**config.mk**
```make
export PLATFORM = sky130hd
export DESIGN_NAME = paddle_motion_ctrl_flat
export DESIGN_NICKNAME = d
export VERILOG_FILES = /design/src/rtl/paddle_motion_ctrl_if.sv /design/src/rtl/paddle_motion_ctrl.sv /design/src/flat_wrapper.sv
export SDC_FILE = /design/constraint.sdc
export NUM_CORES = 1
export LEC_CHECK = 0
export ABC_AREA = 1
export BUFFER_PORTS_ARGS = -buffer_cell sky130_fd_sc_hd__buf_4
export CAP_MARGIN = 0
export CORE_MARGIN = 2
export CORE_UTILIZATION = 30
export DETAILED_ROUTE_END_ITERATION = 10
export PLACE_DENSITY = 0.56
export SETUP_SLACK_MARGIN = 0.15
export SYNTH_ARGS = -nofsm -noshare
export SYNTH_HDL_FRONTEND = slang
export SYNTH_SLANG_ARGS = --single-unit
```
**constraint.sdc**
```tcl
create_clock -name clk50M -period 1.3 [get_ports clk50M]
set_clock_uncertainty 0.15 [all_clocks]
set_input_delay 0.13 -clock clk50M [delete_from_list [all_inputs] [get_ports clk50M]]
set_output_delay 0.13 -clock clk50M [all_outputs]
set_load 0.01 [all_outputs]
```
**src/rtl/paddle_motion_ctrl_if.sv**
```systemverilog
// Joystick-to-paddle bundle: latched axis sample in, paddle position/status out.
// Latency: none (wires only); the controller registers everything it drives.
// Backpressure: none; sample_valid is a one-cycle strobe that is always accepted.
//
// Signals:
//   sample, sample_valid      joystick reader -> controller
//   y, moving, dir_up, stale  controller -> renderer / status
interface paddle_motion_ctrl_if #(
    parameter int ADC_W = 10,
    parameter int POS_W = 10
);
    logic [ADC_W-1:0] sample;
    logic             sample_valid;
    logic [POS_W-1:0] y;
    logic             moving;
    logic             dir_up;
    logic             stale;

    // Joystick side drives the sample and observes the paddle.
    modport master (
        output sample, sample_valid,
        input  y, moving, dir_up, stale
    );

    // Controller side.
    modport slave (
        input  sample, sample_valid,
        output y, moving, dir_up, stale
    );
endinterface

```
**src/rtl/paddle_motion_ctrl.sv**
```systemverilog
// Per-player paddle position controller: joystick zone -> per-frame saturating move.
// Latency: y updates 2 clk50M edges after frame_tick is first sampled high.
// Backpressure: none; samples are always accepted, one update per frame edge.
//
// Ports:
//   clk50M      system clock
//   reset_n     async active-low reset (asserts immediately, released synchronously)
//   frame_tick  async VGA end-of-frame level; each rising edge is one frame
//   bus         slave side of paddle_motion_ctrl_if (sample in, y/moving/dir_up/stale out)
module paddle_motion_ctrl #(
    parameter int               ADC_W        = 10,
    parameter int               POS_W        = 10,
    parameter int               Y_MIN        = 0,
    parameter int               Y_MAX        = 480,
    parameter int               PADDLE_H     = 50,
    parameter int               Y_INIT       = 40,
    parameter logic [ADC_W-1:0] HI_FAST      = 'h300,
    parameter logic [ADC_W-1:0] HI_SLOW      = 'h220,
    parameter logic [ADC_W-1:0] LO_SLOW      = 'h180,
    parameter logic [ADC_W-1:0] LO_FAST      = 'h0F0,
    parameter int               SLOW_STEP    = 1,
    parameter int               FAST_STEP    = 3,
    parameter int               ACCEL_EN     = 0,
    parameter int               ACCEL_FRAMES = 8,
    parameter int               STALE_FRAMES = 4,
    parameter int               INVERT       = 0
) (
    input  logic                 clk50M,
    input  logic                 reset_n,
    input  logic                 frame_tick,
    paddle_motion_ctrl_if.slave  bus
);

    localparam int PW    = POS_W + 2;
    localparam int SPD_W = $clog2(FAST_STEP + 2);
    localparam int AC_W  = (ACCEL_FRAMES < 1) ? 1 : $clog2(ACCEL_FRAMES + 1);
    localparam int ST_W  = (STALE_FRAMES < 1) ? 1 : $clog2(STALE_FRAMES + 1);
    localparam int MID_I = (int'(LO_SLOW) + int'(HI_SLOW)) / 2;

    localparam logic [SPD_W-1:0]     SLOW_SPD   = SPD_W'(SLOW_STEP);
    localparam logic [SPD_W-1:0]     FAST_SPD   = SPD_W'(FAST_STEP);
    localparam logic [AC_W-1:0]      AC_MAX     = AC_W'(ACCEL_FRAMES);
    localparam logic [ST_W-1:0]      ST_MAX     = ST_W'(STALE_FRAMES);
    localparam logic [ADC_W-1:0]     SAMPLE_MID = ADC_W'(MID_I);
    localparam logic [POS_W-1:0]     Y_RST      = POS_W'(Y_INIT);
    localparam logic signed [PW-1:0] Y_LO       = PW'(Y_MIN);
    localparam logic signed [PW-1:0] Y_HI       = PW'(Y_MAX - PADDLE_H);
    localparam logic                 INV        = (INVERT != 0);
    localparam logic                 ACC        = (ACCEL_EN != 0);

    typedef enum logic [1:0] {
        S_IDLE,
        S_SLOW,
        S_RAMP
    } acc_state_t;

    // ------------------------------------------------------------------
    // Reset: asserts asynchronously, releases on the clock so every flop
    // below leaves reset in the same cycle.
    // ------------------------------------------------------------------
    logic rst_s1_q;
    logic rst_n_q;

    always_ff @(posedge clk50M or negedge reset_n) begin
        if (!reset_n) begin
            rst_s1_q <= 1'b0;
            rst_n_q  <= 1'b0;
        end else begin
            rst_s1_q <= 1'b1;
            rst_n_q  <= rst_s1_q;
        end
    end

    // ------------------------------------------------------------------
    // Frame edge: two-flop synchroniser plus one flop for edge detect.
    // A long high level yields exactly one tick.
    // ------------------------------------------------------------------
    logic fs1_q, fs2_q, fs3_q;
    logic tick;

    always_ff @(posedge clk50M or negedge rst_n_q) begin
        if (!rst_n_q) begin
            fs1_q <= 1'b0;
            fs2_q <= 1'b0;
            fs3_q <= 1'b0;
        end else begin
            fs1_q <= frame_tick;
            fs2_q <= fs1_q;
            fs3_q <= fs2_q;
        end
    end

    assign tick = fs2_q & ~fs3_q;

    // ------------------------------------------------------------------
    // State
    // ------------------------------------------------------------------
    logic [ADC_W-1:0] sample_q;
    logic [ST_W-1:0]  st_cnt_q;
    logic             stale_q;
    logic [POS_W-1:0] y_q;
    logic             moving_q;
    logic             dir_up_q;
    acc_state_t       state_q;
    logic             adir_q;
    logic [AC_W-1:0]  acnt_q;
    logic [SPD_W-1:0] aspd_q;

    // ------------------------------------------------------------------
    // Zone decode. A stale joystick is treated as centred so a dead
    // reader never drives the paddle into a wall.
    // ------------------------------------------------------------------
    logic zone_nz;
    logic zone_neg;
    logic zone_fast;
    logic raw_neg;

    always_comb begin
        raw_neg   = 1'b0;
        zone_nz   = 1'b1;
        zone_fast = 1'b0;
        if (sample_q > HI_FAST) begin
            raw_neg   = 1'b1;
            zone_fast = 1'b1;
        end else if (sample_q > HI_SLOW) begin
            raw_neg   = 1'b1;
        end else if (sample_q > LO_SLOW) begin
            zone_nz   = 1'b0;
        end else if (sample_q > LO_FAST) begin
            raw_neg   = 1'b0;
        end else begin
            zone_fast = 1'b1;
        end
        if (stale_q) begin
            zone_nz = 1'b0;
        end
        zone_neg = raw_neg ^ INV;
    end

    // ------------------------------------------------------------------
    // Acceleration next state. The speed computed here is the one applied
    // in the same frame update.
    // ------------------------------------------------------------------
    acc_state_t       state_d;
    logic             adir_d;
    logic [AC_W-1:0]  acnt_d;
    logic [SPD_W-1:0] aspd_d;
    logic [AC_W-1:0]  acnt_inc;

    always_comb begin
        state_d  = state_q;
        adir_d   = adir_q;
        acnt_d   = acnt_q;
        aspd_d   = aspd_q;
        acnt_inc = acnt_q + AC_W'(1);
        if (!zone_nz || (state_q != S_IDLE && zone_neg != adir_q)) begin
            // Centred stick or reversal: stop and start over next frame.
            state_d = S_IDLE;
            acnt_d  = '0;
            aspd_d  = '0;
        end else if (state_q == S_IDLE) begin
            state_d = zone_fast ? S_RAMP : S_SLOW;
            adir_d  = zone_neg;
            acnt_d  = '0;
            aspd_d  = SLOW_SPD;
        end else if (zone_fast) begin
            state_d = S_RAMP;
            if (acnt_inc == AC_MAX) begin
                acnt_d = '0;
                aspd_d = (aspd_q >= FAST_SPD) ? FAST_SPD : aspd_q + SPD_W'(1);
            end else begin
                acnt_d = acnt_inc;
            end
        end else begin
            state_d = S_SLOW;
            acnt_d  = '0;
            aspd_d  = SLOW_SPD;
        end
    end

    // ------------------------------------------------------------------
    // Position update with saturation (computed two bits wider so the
    // signed under/overflow is visible before clamping).
    // ------------------------------------------------------------------
    logic [SPD_W-1:0]     fix_spd;
    logic [SPD_W-1:0]     spd;
    logic signed [PW-1:0] y_ext;
    logic signed [PW-1:0] spd_ext;
    logic signed [PW-1:0] nxt;
    logic signed [PW-1:0] nxt_sat;
    logic [POS_W-1:0]     y_d;
    logic                 moving_d;

    always_comb begin
        fix_spd = zone_fast ? FAST_SPD : SLOW_SPD;
        if (!zone_nz) begin
            fix_spd = '0;
        end
        spd     = ACC ? aspd_d : fix_spd;
        y_ext   = $signed({2'b00, y_q});
        spd_ext = $signed({{(PW - SPD_W){1'b0}}, spd});
        nxt     = zone_neg ? (y_ext - spd_ext) : (y_ext + spd_ext);
        nxt_sat = nxt;
        if (nxt < Y_LO) begin
            nxt_sat = Y_LO;
        end else if (nxt > Y_HI) begin
            nxt_sat = Y_HI;
        end
        y_d      = nxt_sat[POS_W-1:0];
        moving_d = (y_d != y_q);
    end

    // ------------------------------------------------------------------
    // Stale counter next value (saturating).
    // ------------------------------------------------------------------
    logic [ST_W-1:0] st_cnt_d;

    always_comb begin
        st_cnt_d = st_cnt_q;
        if (st_cnt_q != ST_MAX) begin
            st_cnt_d = st_cnt_q + ST_W'(1);
        end
    end

    // ------------------------------------------------------------------
    // Registers. The frame update reads the sample/stale values held
    // before this edge, so a sample arriving with the tick applies from
    // the following frame.
    // ------------------------------------------------------------------
    always_ff @(posedge clk50M or negedge rst_n_q) begin
        if (!rst_n_q) begin
            sample_q <= SAMPLE_MID;
            st_cnt_q <= '0;
            stale_q  <= 1'b1;
            y_q      <= Y_RST;
            moving_q <= 1'b0;
            dir_up_q <= 1'b0;
            state_q  <= S_IDLE;
            adir_q   <= 1'b0;
            acnt_q   <= '0;
            aspd_q   <= '0;
        end else begin
            if (tick) begin
                y_q      <= y_d;
                moving_q <= moving_d;
                if (moving_d) begin
                    dir_up_q <= zone_neg;
                end
                state_q <= state_d;
                adir_q  <= adir_d;
                acnt_q  <= acnt_d;
                aspd_q  <= aspd_d;
            end
            if (bus.sample_valid) begin
                sample_q <= bus.sample;
                st_cnt_q <= '0;
                stale_q  <= 1'b0;
            end else if (tick) begin
                st_cnt_q <= st_cnt_d;
                if (st_cnt_d == ST_MAX) begin
                    stale_q <= 1'b1;
                end
            end
        end
    end

    assign bus.y      = y_q;
    assign bus.moving = moving_q;
    assign bus.dir_up = dir_up_q;
    assign bus.stale  = stale_q;

endmodule

```
**src/flat_wrapper.sv**
```systemverilog
// flat-port wrapper written by rule: the top's interface ports become plain ports
module paddle_motion_ctrl_flat 
#(
    parameter int               ADC_W        = 10,
    parameter int               POS_W        = 10,
    parameter int               Y_MIN        = 0,
    parameter int               Y_MAX        = 480,
    parameter int               PADDLE_H     = 50,
    parameter int               Y_INIT       = 40,
    parameter logic [ADC_W-1:0] HI_FAST      = 'h300,
    parameter logic [ADC_W-1:0] HI_SLOW      = 'h220,
    parameter logic [ADC_W-1:0] LO_SLOW      = 'h180,
    parameter logic [ADC_W-1:0] LO_FAST      = 'h0F0,
    parameter int               SLOW_STEP    = 1,
    parameter int               FAST_STEP    = 3,
    parameter int               ACCEL_EN     = 0,
    parameter int               ACCEL_FRAMES = 8,
    parameter int               STALE_FRAMES = 4,
    parameter int               INVERT       = 0
)
  (clk50M, reset_n, frame_tick, bus_sample, bus_sample_valid, bus_y, bus_moving, bus_dir_up, bus_stale);
  paddle_motion_ctrl_if #(.ADC_W(ADC_W), .POS_W(POS_W)) bus_i ();
  input  logic clk50M;
  input  logic reset_n;
  input  logic frame_tick;
  input wire logic [$bits(bus_i.sample)-1:0] bus_sample;
  input wire logic [$bits(bus_i.sample_valid)-1:0] bus_sample_valid;
  output wire logic [$bits(bus_i.y)-1:0] bus_y;
  output wire logic [$bits(bus_i.moving)-1:0] bus_moving;
  output wire logic [$bits(bus_i.dir_up)-1:0] bus_dir_up;
  output wire logic [$bits(bus_i.stale)-1:0] bus_stale;
  assign bus_i.sample = bus_sample;
  assign bus_i.sample_valid = bus_sample_valid;
  assign bus_y = bus_i.y;
  assign bus_moving = bus_i.moving;
  assign bus_dir_up = bus_i.dir_up;
  assign bus_stale = bus_i.stale;
  paddle_motion_ctrl #(.ADC_W(ADC_W), .POS_W(POS_W), .Y_MIN(Y_MIN), .Y_MAX(Y_MAX), .PADDLE_H(PADDLE_H), .Y_INIT(Y_INIT), .HI_FAST(HI_FAST), .HI_SLOW(HI_SLOW), .LO_SLOW(LO_SLOW), .LO_FAST(LO_FAST), .SLOW_STEP(SLOW_STEP), .FAST_STEP(FAST_STEP), .ACCEL_EN(ACCEL_EN), .ACCEL_FRAMES(ACCEL_FRAMES), .STALE_FRAMES(STALE_FRAMES), .INVERT(INVERT)) u_core (.clk50M(clk50M), .reset_n(reset_n), .frame_tick(frame_tick), .bus(bus_i));
endmodule
```
Yosys cells after proc, flatten, opt, wreduce, memory -nomap -nowiden
Index checks and enable logic that the tools add are counted.

Register bits after elaboration: 31. Bits of input ports: 14. Output and inout port bits: 13.

Add/subtract/negate cells: 3. Magnitude comparators: 6. Equality and inequality tests: 3. Muxes and demuxes: 21. Bitwise logic cells: 2. Reduce and logical (&&, ||, !) cells: 4.

Operator list (number): 10-bit > comparator (second input constant) (2); 10-bit two-way mux (2); 1-bit two-way mux (13); 12-bit by 10-bit > comparator with 1-bit output (second input constant) (1); 12-bit by 1-bit < comparator with 1-bit output (second input constant) (1); 12-bit two-way mux (1); 3-bit two-way mux (4); 10-bit by 3-bit adder with 11-bit output (1); 10-bit by 3-bit subtractor with 11-bit output (1); 10-bit by 8-bit > comparator with 1-bit output (second input constant) (1); 10-bit by 9-bit > comparator with 1-bit output (second input constant) (1); 10-bit != test (1); 2-bit AND reduction (2); 2-bit nonzero test (2); 3-bit by 1-bit adder with 3-bit output (second input constant) (1); 3-bit == test (second input constant) (1); 3-bit != test (second input constant) (1); 2-bit two-way mux (1); 1-bit AND (1); 1-bit NOT (1).

Depth between registers and ports, before layout
Word-level depth: 14. Mapped depth: 34. Mapped depth without buffers: 34.

Worst setup path after synthesis
No wires, ideal clock.

Kind: register to register. From: register u_core.sample_q[4]. To: register u_core.dir_up_q, in the netlist u_core.bus.dir_up. Library setup time: 0.117 ns. Data arrival time: 3.259 ns. Required time: 1.033 ns. Slack: -2.225 ns. Stages on the path, launching flop included: 34. Clock period less this slack: 3.525 ns. Cells stage by stage: dfstp_2 inv_1 nand2_1 clkinv_1 nand3_2 nand2_2 buf_6 a21oi_1 o21ai_0 inv_1 fa_1 inv_1 nor2_2 nand2_1 nand2_1 nand2_1 nand2_1 nand2_1 inv_2 nand2_1 nor2_1 nand3_1 nand2_2 nand3_4 nand2_1 nand3_1 nand2_1 clkinv_1 nand2_1 nor2_1 nand2_1 nand2_1 nand2_1 nand2_1.

Cells in the longest elaborated chain, start to end: 14. Elaborated cells between the ends (all ways): 25. Those cells by class: add/sub: 2; order compare: 6; eq/ne: 1; mux: 15; reduce/logical: 1.

RTL lines: from (decl) (RTL line paddle_motion_ctrl.sv:98) `logic [ADC_W-1:0] sample_q;`; from (signal assigned) (RTL line paddle_motion_ctrl.sv:255) `sample_q <= bus.sample;`; 10-bit by 8-bit > comparator with 1-bit output (RTL line paddle_motion_ctrl.sv:129) `end else if (sample_q > LO_FAST) begin`; 1-bit two-way mux (RTL line paddle_motion_ctrl.sv:129); 1-bit two-way mux (RTL line paddle_motion_ctrl.sv:127) `end else if (sample_q > LO_SLOW) begin`; 1-bit two-way mux (RTL line paddle_motion_ctrl.sv:125) `end else if (sample_q > HI_SLOW) begin`; 1-bit two-way mux (RTL line paddle_motion_ctrl.sv:122) `if (sample_q > HI_FAST) begin`; 2-bit two-way mux (RTL line paddle_motion_ctrl.sv:195) `fix_spd = zone_fast ? FAST_SPD : SLOW_SPD;`; 3-bit two-way mux (RTL line paddle_motion_ctrl.sv:196) `if (!zone_nz) begin`; 10-bit by 3-bit adder with 11-bit output or 10-bit by 3-bit subtractor with 11-bit output (tied branches) (RTL line paddle_motion_ctrl.sv:202) `nxt = zone_neg ? (y_ext - spd_ext) : (y_ext + spd_ext);`; 12-bit two-way mux (RTL line paddle_motion_ctrl.sv:202); 12-bit by 10-bit > comparator with 1-bit output (RTL line paddle_motion_ctrl.sv:206) `end else if (nxt > Y_HI) begin`; 10-bit two-way mux (RTL line paddle_motion_ctrl.sv:206); 10-bit two-way mux (RTL line paddle_motion_ctrl.sv:204) `if (nxt < Y_LO) begin`; 10-bit != test (RTL line paddle_motion_ctrl.sv:210) `moving_d = (y_d != y_q);`; 2-bit AND reduction (no source line); to (signal assigned) (RTL line paddle_motion_ctrl.sv:247) `dir_up_q <= zone_neg;`; to (decl) (RTL line paddle_motion_ctrl.sv:103) `logic dir_up_q;`.

Several ways; a longest one is shown, not always the timed one. A chain may end at the register's enable or synchronous reset.

Worst setup path in the final report
From: register u_core.sample_q[6]. To: register u_core.dir_up_q, in the netlist u_core.bus.dir_up.

Same word-level chain as after synthesis.

==> results.py <==
metrics = {
    "setup_path": {
        "crit_top_cell": "nand2_1",
        "crit_path_max_fanout": 5,
        "cp.arrival_ns": 3.71,
        "rr_worst_depth": 31,
        "ff2ff_setup_slack_ns": -2.34,
        "critical_path_required_ns": 1.37,
        "cpPeakStageDelay_ns": 0.58,
        "slowest_stage": "dfstp_2",
        "critPathLaunchType": "flop",
        "crit_type": "flop to flop",
        "endpoint_kind": "flop",
    },
    "power": {
        "vdd_drop_max_mv": 0.9033,
        "power_leakage_nw": 2.137,
        "powerDensity_nw_per_um2": 1671,
        "fin_total_pwr_mw": 7.259,
    },
    "floorplanning": {
        "coreArea_sq_um": 7687,
        "die_x_um": 93.07,
        "initial_core_util_pct": 30.96,
        "ios": 27,
        "rows": 32,
        "chipHeight_um": 93.07,
        "die_area_sq_um": 8661,
    },
    "grt": {
        "antenna_found_initial": 0,
        "globalRouteTotalUtil_pct": 18.61,
        "grt_max_degree": 24,
        "grt-ovfl-total": 0,
        "grt_pass1_wl_um": 12700,
        "first_global_vias": 2755,
    },
    "final_layout": {
        "fin_cells": 622,
        "postLayoutCoreUtil_pct": 56.53,
        "num_antenna_cells": 0,
        "layout-drive-gt1-share_pct": 52.69,
        "synthToLayoutAreaGrowth_pct": 82.60,
        "num-nets-final": 541,
    },
    "clock_network": {
        "tritoncts": "yes",
        "cts-root-buf": "clkbuf_8",
        "clock-sinks": 31,
        "path_clk_slew_ns": 0.07,
        "cts.path.max_buffers": 2,
        "clk_latency_ns": 0.28,
        "numCtsBuffers": 5,
        "cts.htree.levels": 2,
    },
    "routing": {
        "totalWireLength_um": 8043,
        "via_per_inst": 4.585,
        "dr.pass1.iters": 4,
        "ant_nets": 0,
        "wire_per_inst_um": 12.93,
        "drt_iter0_drc": 96,
        "vias": 2852,
        "drc_errors": 0,
    },
    "synthesis": {
        "synthArstFlopShare_pct": 100.0,
        "yosys_warnings": 0,
        "yosys.area.top_type": "dfrtp_1",
        "ys_top_cells_by_area": "dfrtp_1 25%, nand2_1 24%, dfstp_2 7.7%",
        "synth_seq_cells": 31,
        "ys_seq_area_share_pct": 32.97,
        "synth-main-ff-cell": "dfrtp_1",
        "synth_cell_types": 33,
        "avgSynthCellArea_sq_um": 6.279,
        "synth_cells": 379,
        "synth_top_area_share_pct": 25.24,
        "synth_area_sq_um": 2380,
        "syn_nets": 401,
        "synth_edf_count": 0,
    },
    "placement": {
        "gp_congestion": 0.9184,
        "hpwl_um": 5650,
        "port_buffers": 26,
        "placed_cells": 574,
    },
    "timing": {
        "setup_viol": 17,
        "fin_ws_ns": -2.341,
        "period_minus_slack_ns": 3.641,
        "hold-worst-slack_ns": -0.01795,
        "max_freq_mhz": 274.6,
        "drv_slew": 0,
        "rsz0062_at_grt": "true",
        "timing.final.crit_share_pct": 280.1,
        "hold_violations": 1,
    },
    "flow_run": {
        "max_cap_viol_count": 0,
    },
    "min_path": {
        "min_path_cells": 2,
        "min_path_type": "input pin to flop",
    },
    "outcome": {
        "violations": "hold timing, setup timing",
        "status": "complete, but fails checks",
    },
}
[metrics by stage]
stage / hold slack, ns / cell area, sq um / TNS (ns) / setup WS [ns]
global route: 0.005871 / 4345 / -25.68 / -2.618
global placement: -0.2373 / 3314 / -23.36 / -2.450
floorplan: -0.3156 / 2452 / -18.78 / -2.009
detailed placement: -0.2356 / 3314 / -24.09 / -2.498
finish: -0.01795 / 4345 / -22.96 / -2.341
CTS: 0.008736 / 4004 / -22.52 / -2.289
[worst max-delay path: cells and delay by family, from the launching register on]
family                   cells  cell delay (ns)
AND/OR/NAND/NOR             22             1.87
flip-flops                   1             0.58
buffers and inverters        6             0.50
AO/OA/AOI/OAI                2             0.32
adder cells (fa/ha/maj)      1             0.15
[cell type report]
type	instances	area, sq um
Fill cell	730	3342
Multi-Input combinational cell	290	1858
Inverter	47	186.4
Clock buffer	6	82.58
Timing Repair Buffer	144	1265
Clock inverter	2	35.03
Sequential cell	31	790.8
Tap cell	102	127.6
[final timing paths]
path	start	end
worst max-delay path	u_core.sample_q[6]	u_core.bus.dir_up
worst min-delay path	bus_sample_valid	u_core.sample_q[6]
worst max register to register	u_core.sample_q[6]	u_core.bus.dir_up
worst min register to register	u_core.rst_n_q	u_core.fs1_q
max in group asynchronous	u_core.rst_n_q	u_core.sample_q[7]
min in group asynchronous	reset_n	u_core.rst_n_q
[synthesized netlist by cell type (3+ instances only)]
library cell,n
o21ai_1,5
inv_1,37
buf_2,5
inv_2,8
clkbuf_1,5
nand2_2,3
ha_1,6
dfrtp_1,24
nor2_1,35
nor2_2,5
nand4_1,4
nand3_1,36
nand2_1,153
dfstp_2,7
o21ai_0,20
[sequential cells by signal (all words and copies together), names as in the netlist]
signal,flops
u_core.bus.dir_up,1
u_core.bus.moving,1
u_core.bus.stale,1
u_core.bus.y,10
u_core.fs1_q,1
u_core.fs2_q,1
u_core.fs3_q,1
u_core.rst_n_q,1
u_core.rst_s1_q,1
u_core.sample_q,10
u_core.st_cnt_q,3
[routing by layer]
layer | GRT usage, % | vias to the layer above | wire length [um]
li1 | - | 1468 | -
met1 | 22.91 | 1320 | 3408
met2 | 33.76 | 54 | 4270
met3 | 2.659 | 10 | 224
met4 | 5.270 | 0 | 140
met5 | 0 | - | 0
[repair_timing]
item / CTS / global route
buffers inserted: 16 / 10
gates cloned: 1 / 0
endpoints found under the hold margin: 14 / 0
resized for setup: 94 / 69
hold buffers: 13 / 0
setup endpoints to repair: 27 / 27
pin swaps: 29 / 28
[report_power, final]
group          leakage (nW)  internal [mW]  total, mW  switching [mW]
registers             0.364           1.15       1.40           0.246
logic                  1.71           2.45       4.87            2.42
clock network        0.0612          0.620      0.996           0.376
[cells by family (layout without fill, tap and decap cells)]
family / Yosys count / count (layout) / share of synthesized area (%)
DFF: 31 / 31 / 32.97
and+or+nand+nor: 244 / 245 / 43.32
xor gates and xnor gates: 4 / 4 / 1.472
other: 1 / 1 / 0.1576
adders and majority gates: 8 / 8 / 4.837
AOI/OAI and AO/OA: 32 / 32 / 7.203
buffers and inverters: 59 / 199 / 10.04
[cell usage in the layout (no fill, tap or decap), drive strengths merged]
master and n:
nand4 4, nand2 156, buf 131, dlygate4sd3 13, nor4 1, a211oi 2, fa 2, dfrtp 24
bufinv 1, nor3 2, conb 1, nor2 41, o21ai 25, nand3b 1, dfstp 7, xnor2 2
xor2 2, a41oi 1, ha 6, o22ai 2, clkbuf 6, nor3b 1, clkinv 3, a21oi 2
nand3 39, inv 45
No activity file was read; power rests on OpenSTA's default activity.
